### src/rtl/star_scan_sequencer_pkg.sv
// Shared definitions for the star-finding pipeline: default geometry, FSM states
// and the raster address formula used by both the scanner and the extent finder.
package star_scan_sequencer_pkg;

    localparam int DEF_X_SZ      = 3;
    localparam int DEF_Y_SZ      = 3;
    localparam int DEF_ADDR_SZ   = 6;
    localparam int DEF_COL_SZ    = 3;
    localparam int DEF_WIDTH     = 6;
    localparam int DEF_HEIGHT    = 6;
    localparam int DEF_THRESHOLD = 0;
    localparam int DEF_MAX_STARS = 4;

    // Field widths of one bounding-box record (top/bottom are rows, left/right columns)
    localparam int BOX_ROW_SZ = DEF_Y_SZ;
    localparam int BOX_COL_SZ = DEF_X_SZ;

    typedef enum logic [2:0] {
        ST_IDLE      = 3'd0,
        ST_SCAN_ADDR = 3'd1,
        ST_SCAN_CHK  = 3'd2,
        ST_LAUNCH    = 3'd3,
        ST_WAIT_FIND = 3'd4,
        ST_EMIT      = 3'd5,
        ST_DONE      = 3'd6
    } scanState_t;

    // Operands are passed zero-extended so the product never wraps before truncation
    function automatic logic [31:0] pixAddr(input logic [31:0] x,
                                            input logic [31:0] y,
                                            input logic [31:0] width);
        return y * width + x;
    endfunction

endpackage

### src/rtl/star_scan_sequencer_table.sv
// Exclusion table of recorded star boxes; answers whether a pixel is already covered.
module star_box_table #(
    parameter int X_SZ      = 3,
    parameter int Y_SZ      = 3,
    parameter int MAX_STARS = 4,
    parameter int IDX_SZ    = 2
) (
    input  logic              clk,
    input  logic              reset,
    input  logic              clear,
    input  logic              wrEn,
    input  logic [IDX_SZ-1:0] wrIdx,
    input  logic [Y_SZ-1:0]   wrTop,
    input  logic [Y_SZ-1:0]   wrBottom,
    input  logic [X_SZ-1:0]   wrLeft,
    input  logic [X_SZ-1:0]   wrRight,
    input  logic [X_SZ-1:0]   qX,
    input  logic [Y_SZ-1:0]   qY,
    output logic              covered
);

    logic [MAX_STARS-1:0] entryValid;
    logic [Y_SZ-1:0]      boxTop    [MAX_STARS];
    logic [Y_SZ-1:0]      boxBottom [MAX_STARS];
    logic [X_SZ-1:0]      boxLeft   [MAX_STARS];
    logic [X_SZ-1:0]      boxRight  [MAX_STARS];

    // Box contents need no reset; only the valid bits gate the query
    always_ff @(posedge clk) begin
        if (reset || clear) begin
            entryValid <= '0;
        end else if (wrEn) begin
            entryValid[wrIdx] <= 1'b1;
            boxTop[wrIdx]     <= wrTop;
            boxBottom[wrIdx]  <= wrBottom;
            boxLeft[wrIdx]    <= wrLeft;
            boxRight[wrIdx]   <= wrRight;
        end
    end

    always_comb begin
        covered = 1'b0;
        for (int i = 0; i < MAX_STARS; i++) begin
            if (entryValid[i] &&
                qX >= boxLeft[i] && qX <= boxRight[i] &&
                qY >= boxTop[i]  && qY <= boxBottom[i])
                covered = 1'b1;
        end
    end

endmodule

### src/rtl/star_scan_sequencer.sv
// Frame controller: raster-scans pixel RAM, launches the extent finder on uncovered
// bright pixels, shares the RAM read port with it and emits one box per star.
module star_scan_sequencer
    import star_scan_sequencer_pkg::*;
#(
    parameter int X_SZ      = DEF_X_SZ,
    parameter int Y_SZ      = DEF_Y_SZ,
    parameter int ADDR_SZ   = DEF_ADDR_SZ,
    parameter int COL_SZ    = DEF_COL_SZ,
    parameter int WIDTH     = DEF_WIDTH,
    parameter int HEIGHT    = DEF_HEIGHT,
    parameter int THRESHOLD = DEF_THRESHOLD,
    parameter int MAX_STARS = DEF_MAX_STARS
) (
    input  logic               clk,
    input  logic               reset,
    input  logic               start,
    output logic [ADDR_SZ-1:0] ram_addr,
    input  logic [COL_SZ-1:0]  pix_q,
    output logic               find_start,
    output logic [X_SZ-1:0]    find_x,
    output logic [Y_SZ-1:0]    find_y,
    input  logic [ADDR_SZ-1:0] find_addr,
    input  logic               find_done,
    input  logic [Y_SZ-1:0]    find_top,
    input  logic [Y_SZ-1:0]    find_bottom,
    input  logic [X_SZ-1:0]    find_left,
    input  logic [X_SZ-1:0]    find_right,
    output logic               star_valid,
    input  logic               star_ready,
    output logic [Y_SZ-1:0]    star_top,
    output logic [Y_SZ-1:0]    star_bottom,
    output logic [X_SZ-1:0]    star_left,
    output logic [X_SZ-1:0]    star_right,
    output logic [2:0]         star_count,
    output logic               busy,
    output logic               frame_done,
    output logic               overflow
);

    localparam int IDX_SZ = (MAX_STARS > 1) ? $clog2(MAX_STARS) : 1;

    scanState_t       state;
    logic [X_SZ-1:0]  x;
    logic [Y_SZ-1:0]  y;
    logic [ADDR_SZ-1:0] scanAddr;
    logic             bright;
    logic             covered;
    logic             lastPixel;
    logic             lastColumn;
    logic             tableClear;
    logic             tableWrite;

    assign scanAddr   = ADDR_SZ'(pixAddr(32'(x), 32'(y), 32'(WIDTH)));
    assign ram_addr   = (state == ST_WAIT_FIND) ? find_addr : scanAddr;
    assign bright     = pix_q > COL_SZ'(THRESHOLD);
    assign lastColumn = (x == X_SZ'(WIDTH - 1));
    assign lastPixel  = lastColumn && (y == Y_SZ'(HEIGHT - 1));
    assign tableClear = start && (state == ST_IDLE || state == ST_DONE);
    assign tableWrite = (state == ST_WAIT_FIND) && find_done;

    // Status and handshake outputs decode directly from the state register
    assign busy       = (state != ST_IDLE) && (state != ST_DONE);
    assign frame_done = (state == ST_DONE);
    assign star_valid = (state == ST_EMIT);
    assign find_start = (state == ST_LAUNCH);

    star_box_table #(
        .X_SZ      (X_SZ),
        .Y_SZ      (Y_SZ),
        .MAX_STARS (MAX_STARS),
        .IDX_SZ    (IDX_SZ)
    ) boxTable (
        .clk      (clk),
        .reset    (reset),
        .clear    (tableClear),
        .wrEn     (tableWrite),
        .wrIdx    (IDX_SZ'(star_count)),
        .wrTop    (find_top),
        .wrBottom (find_bottom),
        .wrLeft   (find_left),
        .wrRight  (find_right),
        .qX       (x),
        .qY       (y),
        .covered  (covered)
    );

    always_ff @(posedge clk) begin
        if (reset) begin
            state       <= ST_IDLE;
            x           <= '0;
            y           <= '0;
            star_count  <= '0;
            overflow    <= 1'b0;
            find_x      <= '0;
            find_y      <= '0;
            star_top    <= '0;
            star_bottom <= '0;
            star_left   <= '0;
            star_right  <= '0;
        end else begin
            case (state)
                ST_IDLE, ST_DONE: begin
                    if (start) begin
                        x          <= '0;
                        y          <= '0;
                        star_count <= '0;
                        overflow   <= 1'b0;
                        state      <= ST_SCAN_ADDR;
                    end
                end
                ST_SCAN_ADDR: state <= ST_SCAN_CHK;
                ST_SCAN_CHK: begin
                    if (bright && !covered) begin
                        find_x <= x;
                        find_y <= y;
                        state  <= ST_LAUNCH;
                    end else if (lastPixel) begin
                        state <= ST_DONE;
                    end else begin
                        x     <= lastColumn ? '0 : x + 1'b1;
                        y     <= lastColumn ? y + 1'b1 : y;
                        state <= ST_SCAN_ADDR;
                    end
                end
                ST_LAUNCH: state <= ST_WAIT_FIND;
                ST_WAIT_FIND: begin
                    if (find_done) begin
                        star_top    <= find_top;
                        star_bottom <= find_bottom;
                        star_left   <= find_left;
                        star_right  <= find_right;
                        star_count  <= star_count + 1'b1;
                        state       <= ST_EMIT;
                    end
                end
                // A full table ends the frame early since further stars cannot be excluded
                ST_EMIT: begin
                    if (star_ready) begin
                        if (star_count == 3'(MAX_STARS)) begin
                            overflow <= 1'b1;
                            state    <= ST_DONE;
                        end else if (lastPixel) begin
                            state <= ST_DONE;
                        end else begin
                            x     <= lastColumn ? '0 : x + 1'b1;
                            y     <= lastColumn ? y + 1'b1 : y;
                            state <= ST_SCAN_ADDR;
                        end
                    end
                end
                default: state <= ST_IDLE;
            endcase
        end
    end

endmodule

### config.mk
export PLATFORM = sky130hd
export DESIGN_NAME = star_scan_sequencer
export DESIGN_NICKNAME = d
export VERILOG_FILES = /design/src/rtl/star_scan_sequencer_pkg.sv /design/src/rtl/star_scan_sequencer_table.sv /design/src/rtl/star_scan_sequencer.sv
export SDC_FILE = /design/constraint.sdc
export NUM_CORES = 1
export LEC_CHECK = 0
export ABC_CLOCK_PERIOD_IN_PS = 3400
export BUFFER_PORTS_ARGS = -buffer_cell sky130_fd_sc_hd__buf_2
export CAP_MARGIN = 20
export CORE_MARGIN = 1.5
export CORE_UTILIZATION = 58
export CTS_BUF_LIST = sky130_fd_sc_hd__clkbuf_16
export CTS_CLUSTER_DIAMETER = 40
export DETAILED_ROUTE_END_ITERATION = 8
export PLACE_DENSITY_LB_ADDON = 0.3
export SYNTH_ARGS = -nofsm -noshare
export SYNTH_HDL_FRONTEND = slang
export SYNTH_SLANG_ARGS = --single-unit
export TNS_END_PERCENT = 100
### constraint.sdc
create_clock -name clk -period 3.4 [get_ports clk]
set_clock_uncertainty 0.15 [all_clocks]
set_input_delay 0.17 -clock clk [delete_from_list [all_inputs] [get_ports clk]]
set_output_delay 0.17 -clock clk [all_outputs]
set_load 0.01 [all_outputs]
==> flow_metrics.tcl, run 1 <==
set metrics [dict create \
    dp_hpwl_um 6870 \
    wire_per_inst_um 16.4 \
    fin_crit_sh_pct 88.5 \
    grt_max_degree 33 \
    synth_edf_count 48 \
    fin_ws_ns 0.391 \
    drt-pass1-iter-count 5 \
    regArea_sq_um 2140 \
    setup_tns_ns 0 \
    critPathLaunch "y[0]$_SDFFE_PP0P_" \
    clk_path_buf_depth 2 \
    via_count 3345 \
    num_io_pins 58 \
    drt_iter0_markers 277 \
    slew_headroom_pct 47.9 \
    die_w_um 90.8 \
    synth_largest_area_cell "edfxtp_1" \
    fin_crit_ns 3.01 \
    yosysMostFrequentCell "ha_1" \
    postLayoutCoreUtil_pct 72.1 \
    tightest_slew_ns 0.781 \
    path_clk_slew_ns 0.06 \
    reg2reg_slack_ns 0.39 \
    placed_area_sq_um 4870 \
    finalSetupViolations 0 \
    netlist_area_sq_um 4470 \
    synth_top_area_share_pct 32.2 \
    hold_class "in2reg" \
    hold_ws_ns 0.0260 \
    synth.top_cells.by_count "ha_1, inv_1, edfxtp_1" \
    hold_viol_final 0 \
    vias_per_cell 5.56 \
    synthesis.instances 424 \
    crit_arrival_ns 3.10 \
    drive_gt1_share_pct 17.3 \
    diodes 0 \
    die_height_um 90.8 \
    cts_tree "built" \
    powerDensity_nw_per_um2 561 \
    ys_warn_count 0 \
    synth_seq_area_share_pct 47.9 \
    end_kind "flip-flop" \
    syn_area_per_cell_sq_um 10.5 \
    r2r_start "y[0]$_SDFFE_PP0P_" \
    initial_core_util_pct 60.7 \
    ys.flop_type "edfxtp_1" \
    place_ws_ns 0.416 \
    drv_slew 0 \
    endpoint "x[2]$_SDFFE_PP0P_" \
    syn_to_final_growth_pct 18.7 \
    grt_pass1_vias 3414 \
    wirelength_um 9840 \
    clk_latency_ns 0.34 \
    ys_types 52 \
    required_ns 3.49 \
    syn_nets 510 \
    clock-sinks 83 \
    status "complete, no violations" \
    overflow 0 \
    drv_cap 0 \
    drtAntennaViolNets 0 \
    ir_drop_v 0.000364 \
    cts_max_level 3 \
    rsz0062_at_grt "false" \
    grt_pass1_wl_um 16200 \
    rr_endpoint "x[2]$_SDFFE_PP0P_" \
    cp-start-kind "flip-flop" \
    cts_made_buffers 9 \
    dp_cells 574 \
    die_area_sq_um 8250 \
    worstSetupPathType "reg2reg" \
    antenna_found_initial 0 \
    yosys_register_bits 83 \
    post_cts_buffers 0 \
    multi_input_area_sq_um 2080 \
    cp_max_fo 14 \
    core_sq_um 7370 \
    root_buffer "clkbuf_16" \
    leakagePower_nw 2.37 \
    drc 0 \
    layout.cells.non_filler 602 \
    port-buffer-count 57 \
    nets 584 \
    place.gp.congestion 0.850 \
    power.total_mw 2.98 \
    fp-row-count 31 \
    synth.top_cells.by_area "edfxtp_1, ha_1, dfxtp_1, inv_1, nand2_1" \
    ff2ff_path_depth 10 \
    nFillCells 545 \
    fin_area_sq_um 5310 \
    grt_usage_pct 25.6 \
    fmax_mhz 332 \
    synthArstFlopShare_pct 0 \
]
==> report_power, final <==
group	internal (mW)	switching (mW)	leakage [nW]
Sequential	1.12	0.0945	0.715
Clock	0.642	0.394	0.155
Combinational	0.301	0.428	1.50
==> final cells by class <==
type	count	area share, %
Multi-Input combinational cell	277	39.2
Clock buffer	9	4.24
Inverter	52	3.67
Sequential cell	83	40.3
Tap cell	99	2.33
Clock inverter	7	1.74
Timing Repair Buffer	75	8.48
==> state kept, by name (all words and copies together) (netlist names), 4 cells and up <==
| signal | flops |
|---|---|
| boxTable.boxRight | 12 |
| boxTable.entryValid | 4 |
| boxTable.boxLeft | 12 |
| boxTable.boxTop | 12 |
| boxTable.boxBottom | 12 |
==> what timing repair did <==
action                    in CTS  in global routing
resized for setup              0                  0
hold endpoints to repair      59                  0
hold buffers                  12                  0
==> critical path: stages (launching register included) <==
cell	delay [ns]
dfxtp_1	0.43
inv_1	0.22
ha_1	0.33
nand2b_1	0.09
a211oi_1	0.06
or3_1	0.36
o32ai_2	0.32
nor4_2	0.09
buf_4	0.20
or4_4	0.53
o32ai_1	0.12
==> per-layer routing <==
metal / wire length [um] / up-vias / share of wire, % / track usage [%]
li1: - / 1655 / - / -
met1: 4520 / 1574 / 46 / 33.7
met2: 4680 / 98 / 48 / 42.0
met3: 460 / 18 / 4.7 / 4.38
met4: 187 / 0 / 1.9 / 10.0
met5: 0 / - / 0 / 0
==> logic make-up (layout without fill, tap and decap cells) <==
family	Yosys count	count (layout)	share of synthesized area [%]
buffers and inverters	64	143	5.57
adder cells (fa/ha/maj)	60	60	17.1
AND/OR/NAND/NOR	123	123	14.3
AO/OA/AOI/OAI	78	78	11.6
multiplexers	10	10	2.29
flip-flops	83	83	47.9
XOR/XNOR	6	6	1.17
==> worst min path at each step <==
stage              startpoint                                 end  slack, ns  cells after the start
2_1_floorplan  find_bottom[0]  boxTable.boxBottom[0][0]$_DFFE_PP_       0.12                      0
3_3_place_gp     find_left[1]    boxTable.boxLeft[0][1]$_DFFE_PP_       0.25                      1
3_5_place_dp      find_top[1]     boxTable.boxTop[3][1]$_DFFE_PP_       0.25                      1
4_1_cts            star_ready               state[0]$_SDFFE_PP0P_       0.01                      4
5_1_grt            star_ready               state[0]$_SDFFE_PP0P_       0.05                      4
6_report           star_ready               state[0]$_SDFFE_PP0P_       0.03                      4
==> cell usage in the layout (no fill, tap or decap), drive strengths merged, types with 3 or more instances in the layout <==
cell type,synthesis,final
nor2b,9,9
and3,4,4
o32ai,3,3
nor3,3,3
or3,4,4
buf,2,63
clkbuf,10,9
edfxtp,48,48
a32oi,4,4
nand2,40,40
dfxtp,35,35
nand3,11,11
nor2,23,23
a21oi,27,27
inv,52,54
xnor2,4,4
nand2b,12,12
o22ai,4,4
nor3b,3,3
o21ai,16,16
mux2i,8,8
a211oi,10,10
dlygate4sd3,0,12
ha,58,58
No activity file was read; power rests on OpenSTA's default activity.
==> run 2, diff against run 1 <==
Settings changed: ABC_CLOCK_PERIOD_IN_PS 3400 to 3600, CORE_UTILIZATION 58 to 62.
Clock period 3.4 ns to 3.6 ns, I/O delays scaled along.
==> run 2 against run 1 <==
  * Via count grew 0.39%
  * Worst hold slack better by 0.0029 ns
  * Non-clock buffer count shrank 2
  * Final cell count shrank 0.83%
  * Worst setup slack improved by 0.12 ns
  * Register-to-register slack gained 0.12 ns
  * Fmax shrank 2.5%
  * Routed wire length grew 2.6%
==> flow_metrics.tcl, run 2 (synthesis gave the netlist of run 1 again) <==
set metrics [dict create \
    core_sq_um 6870 \
    port-buffer-count 57 \
    place.gp.congestion 0.852 \
    clk_path_buf_depth 2 \
    drv_slew 0 \
    cpMaxStageDelayCell "or4_4" \
    placed_area_sq_um 4850 \
    hold_viol_final 0 \
    multi_input_area_sq_um 2080 \
    cp-start-kind "flip-flop" \
    crit_chain "inv_1 -> ha_1 -> nand2b_1 -> a211oi_1 -> or3_1 -> o32ai_2 -> nor4_2 -> buf_4 -> or4_4 -> o32ai_1" \
    drv_cap 0 \
    slew_headroom_pct 48.5 \
    fp-row-count 30 \
    die_area_sq_um 7730 \
    leakagePower_nw 2.37 \
    fin_crit_ns 3.09 \
    ir_drop_v 0.000309 \
    overflow 0 \
    nFillCells 474 \
    vias_per_cell 5.62 \
    slowest_delay_ns 0.53 \
    grt_pass1_wl_um 16100 \
    die_height_um 87.9 \
    drc 0 \
    cts_max_level 3 \
    final_common_cell "ha_1" \
    regArea_sq_um 2140 \
    die_w_um 87.9 \
    wire_per_inst_um 16.9 \
    nets 582 \
    postLayoutCoreUtil_pct 77.4 \
    diodes 0 \
    cp_max_fo 14 \
    setup_tns_ns 0 \
    worstSetupPathType "reg2reg" \
    hold_class "in2reg" \
    drt_iter0_markers 297 \
    crit_arrival_ns 3.17 \
    clk_latency_ns 0.34 \
    syn_to_final_growth_pct 18.8 \
    drt-pass1-iter-count 4 \
    powerDensity_nw_per_um2 540 \
    clock-sinks 83 \
    fmax_mhz 324 \
    end_kind "flip-flop" \
    grt_pass1_vias 3332 \
    dp_hpwl_um 7070 \
    root_buffer "clkbuf_16" \
    initial_core_util_pct 65.1 \
    antenna_found_initial 0 \
    final_cell_mix "ha_1, buf_2, inv_1" \
    path_clk_slew_ns 0.06 \
    drive_gt1_share_pct 17.0 \
    hold_ws_ns 0.0289 \
    fin_area_sq_um 5320 \
    finalSetupViolations 0 \
    status "complete, no violations" \
    drtAntennaViolNets 0 \
    rsz0062_at_grt "false" \
    required_ns 3.69 \
    tightest_slew_ns 0.772 \
    cts_tree "built" \
    via_count 3358 \
    fin_crit_sh_pct 85.7 \
    grt_max_degree 33 \
    cts_made_buffers 9 \
    num_io_pins 58 \
    wirelength_um 10100 \
    grt_usage_pct 28.3 \
]
-- run 2: changes by cell type in the layout (fill, tap and decap cells not counted) --
cell / previous run / this run
buf_4: 6 / 4
bufinv_16: 2 / 3
clkinv_1: 1 / 2
clkinvlp_4: 1 / 0
inv_1: 51 / 50
-- run 2: metrics by stage --
stage / instances / worst slack, ns / total power, mW
2_1_floorplan: 424 / 0.945 / 1.62
3_3_place_gp: 569 / 0.663 / 1.79
3_5_place_dp: 569 / 0.560 / 1.82
4_1_cts: 597 / 0.529 / 2.87
5_1_grt: 597 / 0.341 / 3.00
6_report: 597 / 0.515 / 2.87
-- run 2: path summary, 6_finish.rpt --
check / slack [ns] / cells past startpoint / startpoint / endpoint
worst min-delay path: 0.03 / 4 / star_ready / state[0]$_SDFFE_PP0P_
worst min register to register: 0.30 / 2 / star_right[2]$_SDFFE_PP0P_ / star_right[2]$_SDFFE_PP0P_
worst max register to register: 0.51 / 10 / y[0]$_SDFFE_PP0P_ / x[2]$_SDFFE_PP0P_
worst max-delay path: 0.51 / 10 / y[0]$_SDFFE_PP0P_ / x[2]$_SDFFE_PP0P_
-- run 2: routing by layer --
| layer | wire (um) | global-route usage [%] | part of all wire [%] |
|---|---|---|---|
| met1 | 4420 | 38.4 | 44 |
| met2 | 4930 | 46.0 | 49 |
| met3 | 594 | 5.00 | 5.9 |
| met4 | 153 | 9.96 | 1.5 |
| met5 | 0 | 0 | 0 |
-- run 2: area by class of cell --
cell class / count / area share (%)
inverters: 52 / 3.67
clock inverters: 7 / 2.17
well taps: 96 / 2.26
flip-flops and latches: 83 / 40.3
clock buffers: 9 / 4.24
repair buffers: 73 / 8.19
multi-input cells: 277 / 39.2
-- run 2: critical path, delay by kind of cell, from the launching register on --
family | cells | cell delay [ns]
adders and majority gates | 1 | 0.33
and+or+nand+nor | 4 | 1.09
DFF | 1 | 0.47
buffers and inverters | 2 | 0.42
AOI/OAI and AO/OA | 3 | 0.52
-- run 2: power breakdown --
group	leakage [nW]	switching [mW]	internal (mW)
Clock	0.165	0.373	0.676
Sequential	0.715	0.0884	1.06
Combinational	1.49	0.400	0.274
-- run 2: what timing repair did --
action	4_1_cts	5_1_grt
gates resized for setup	0	0
endpoints found under the hold margin	57	0
buffers inserted	0	0
hold buffers	12	0
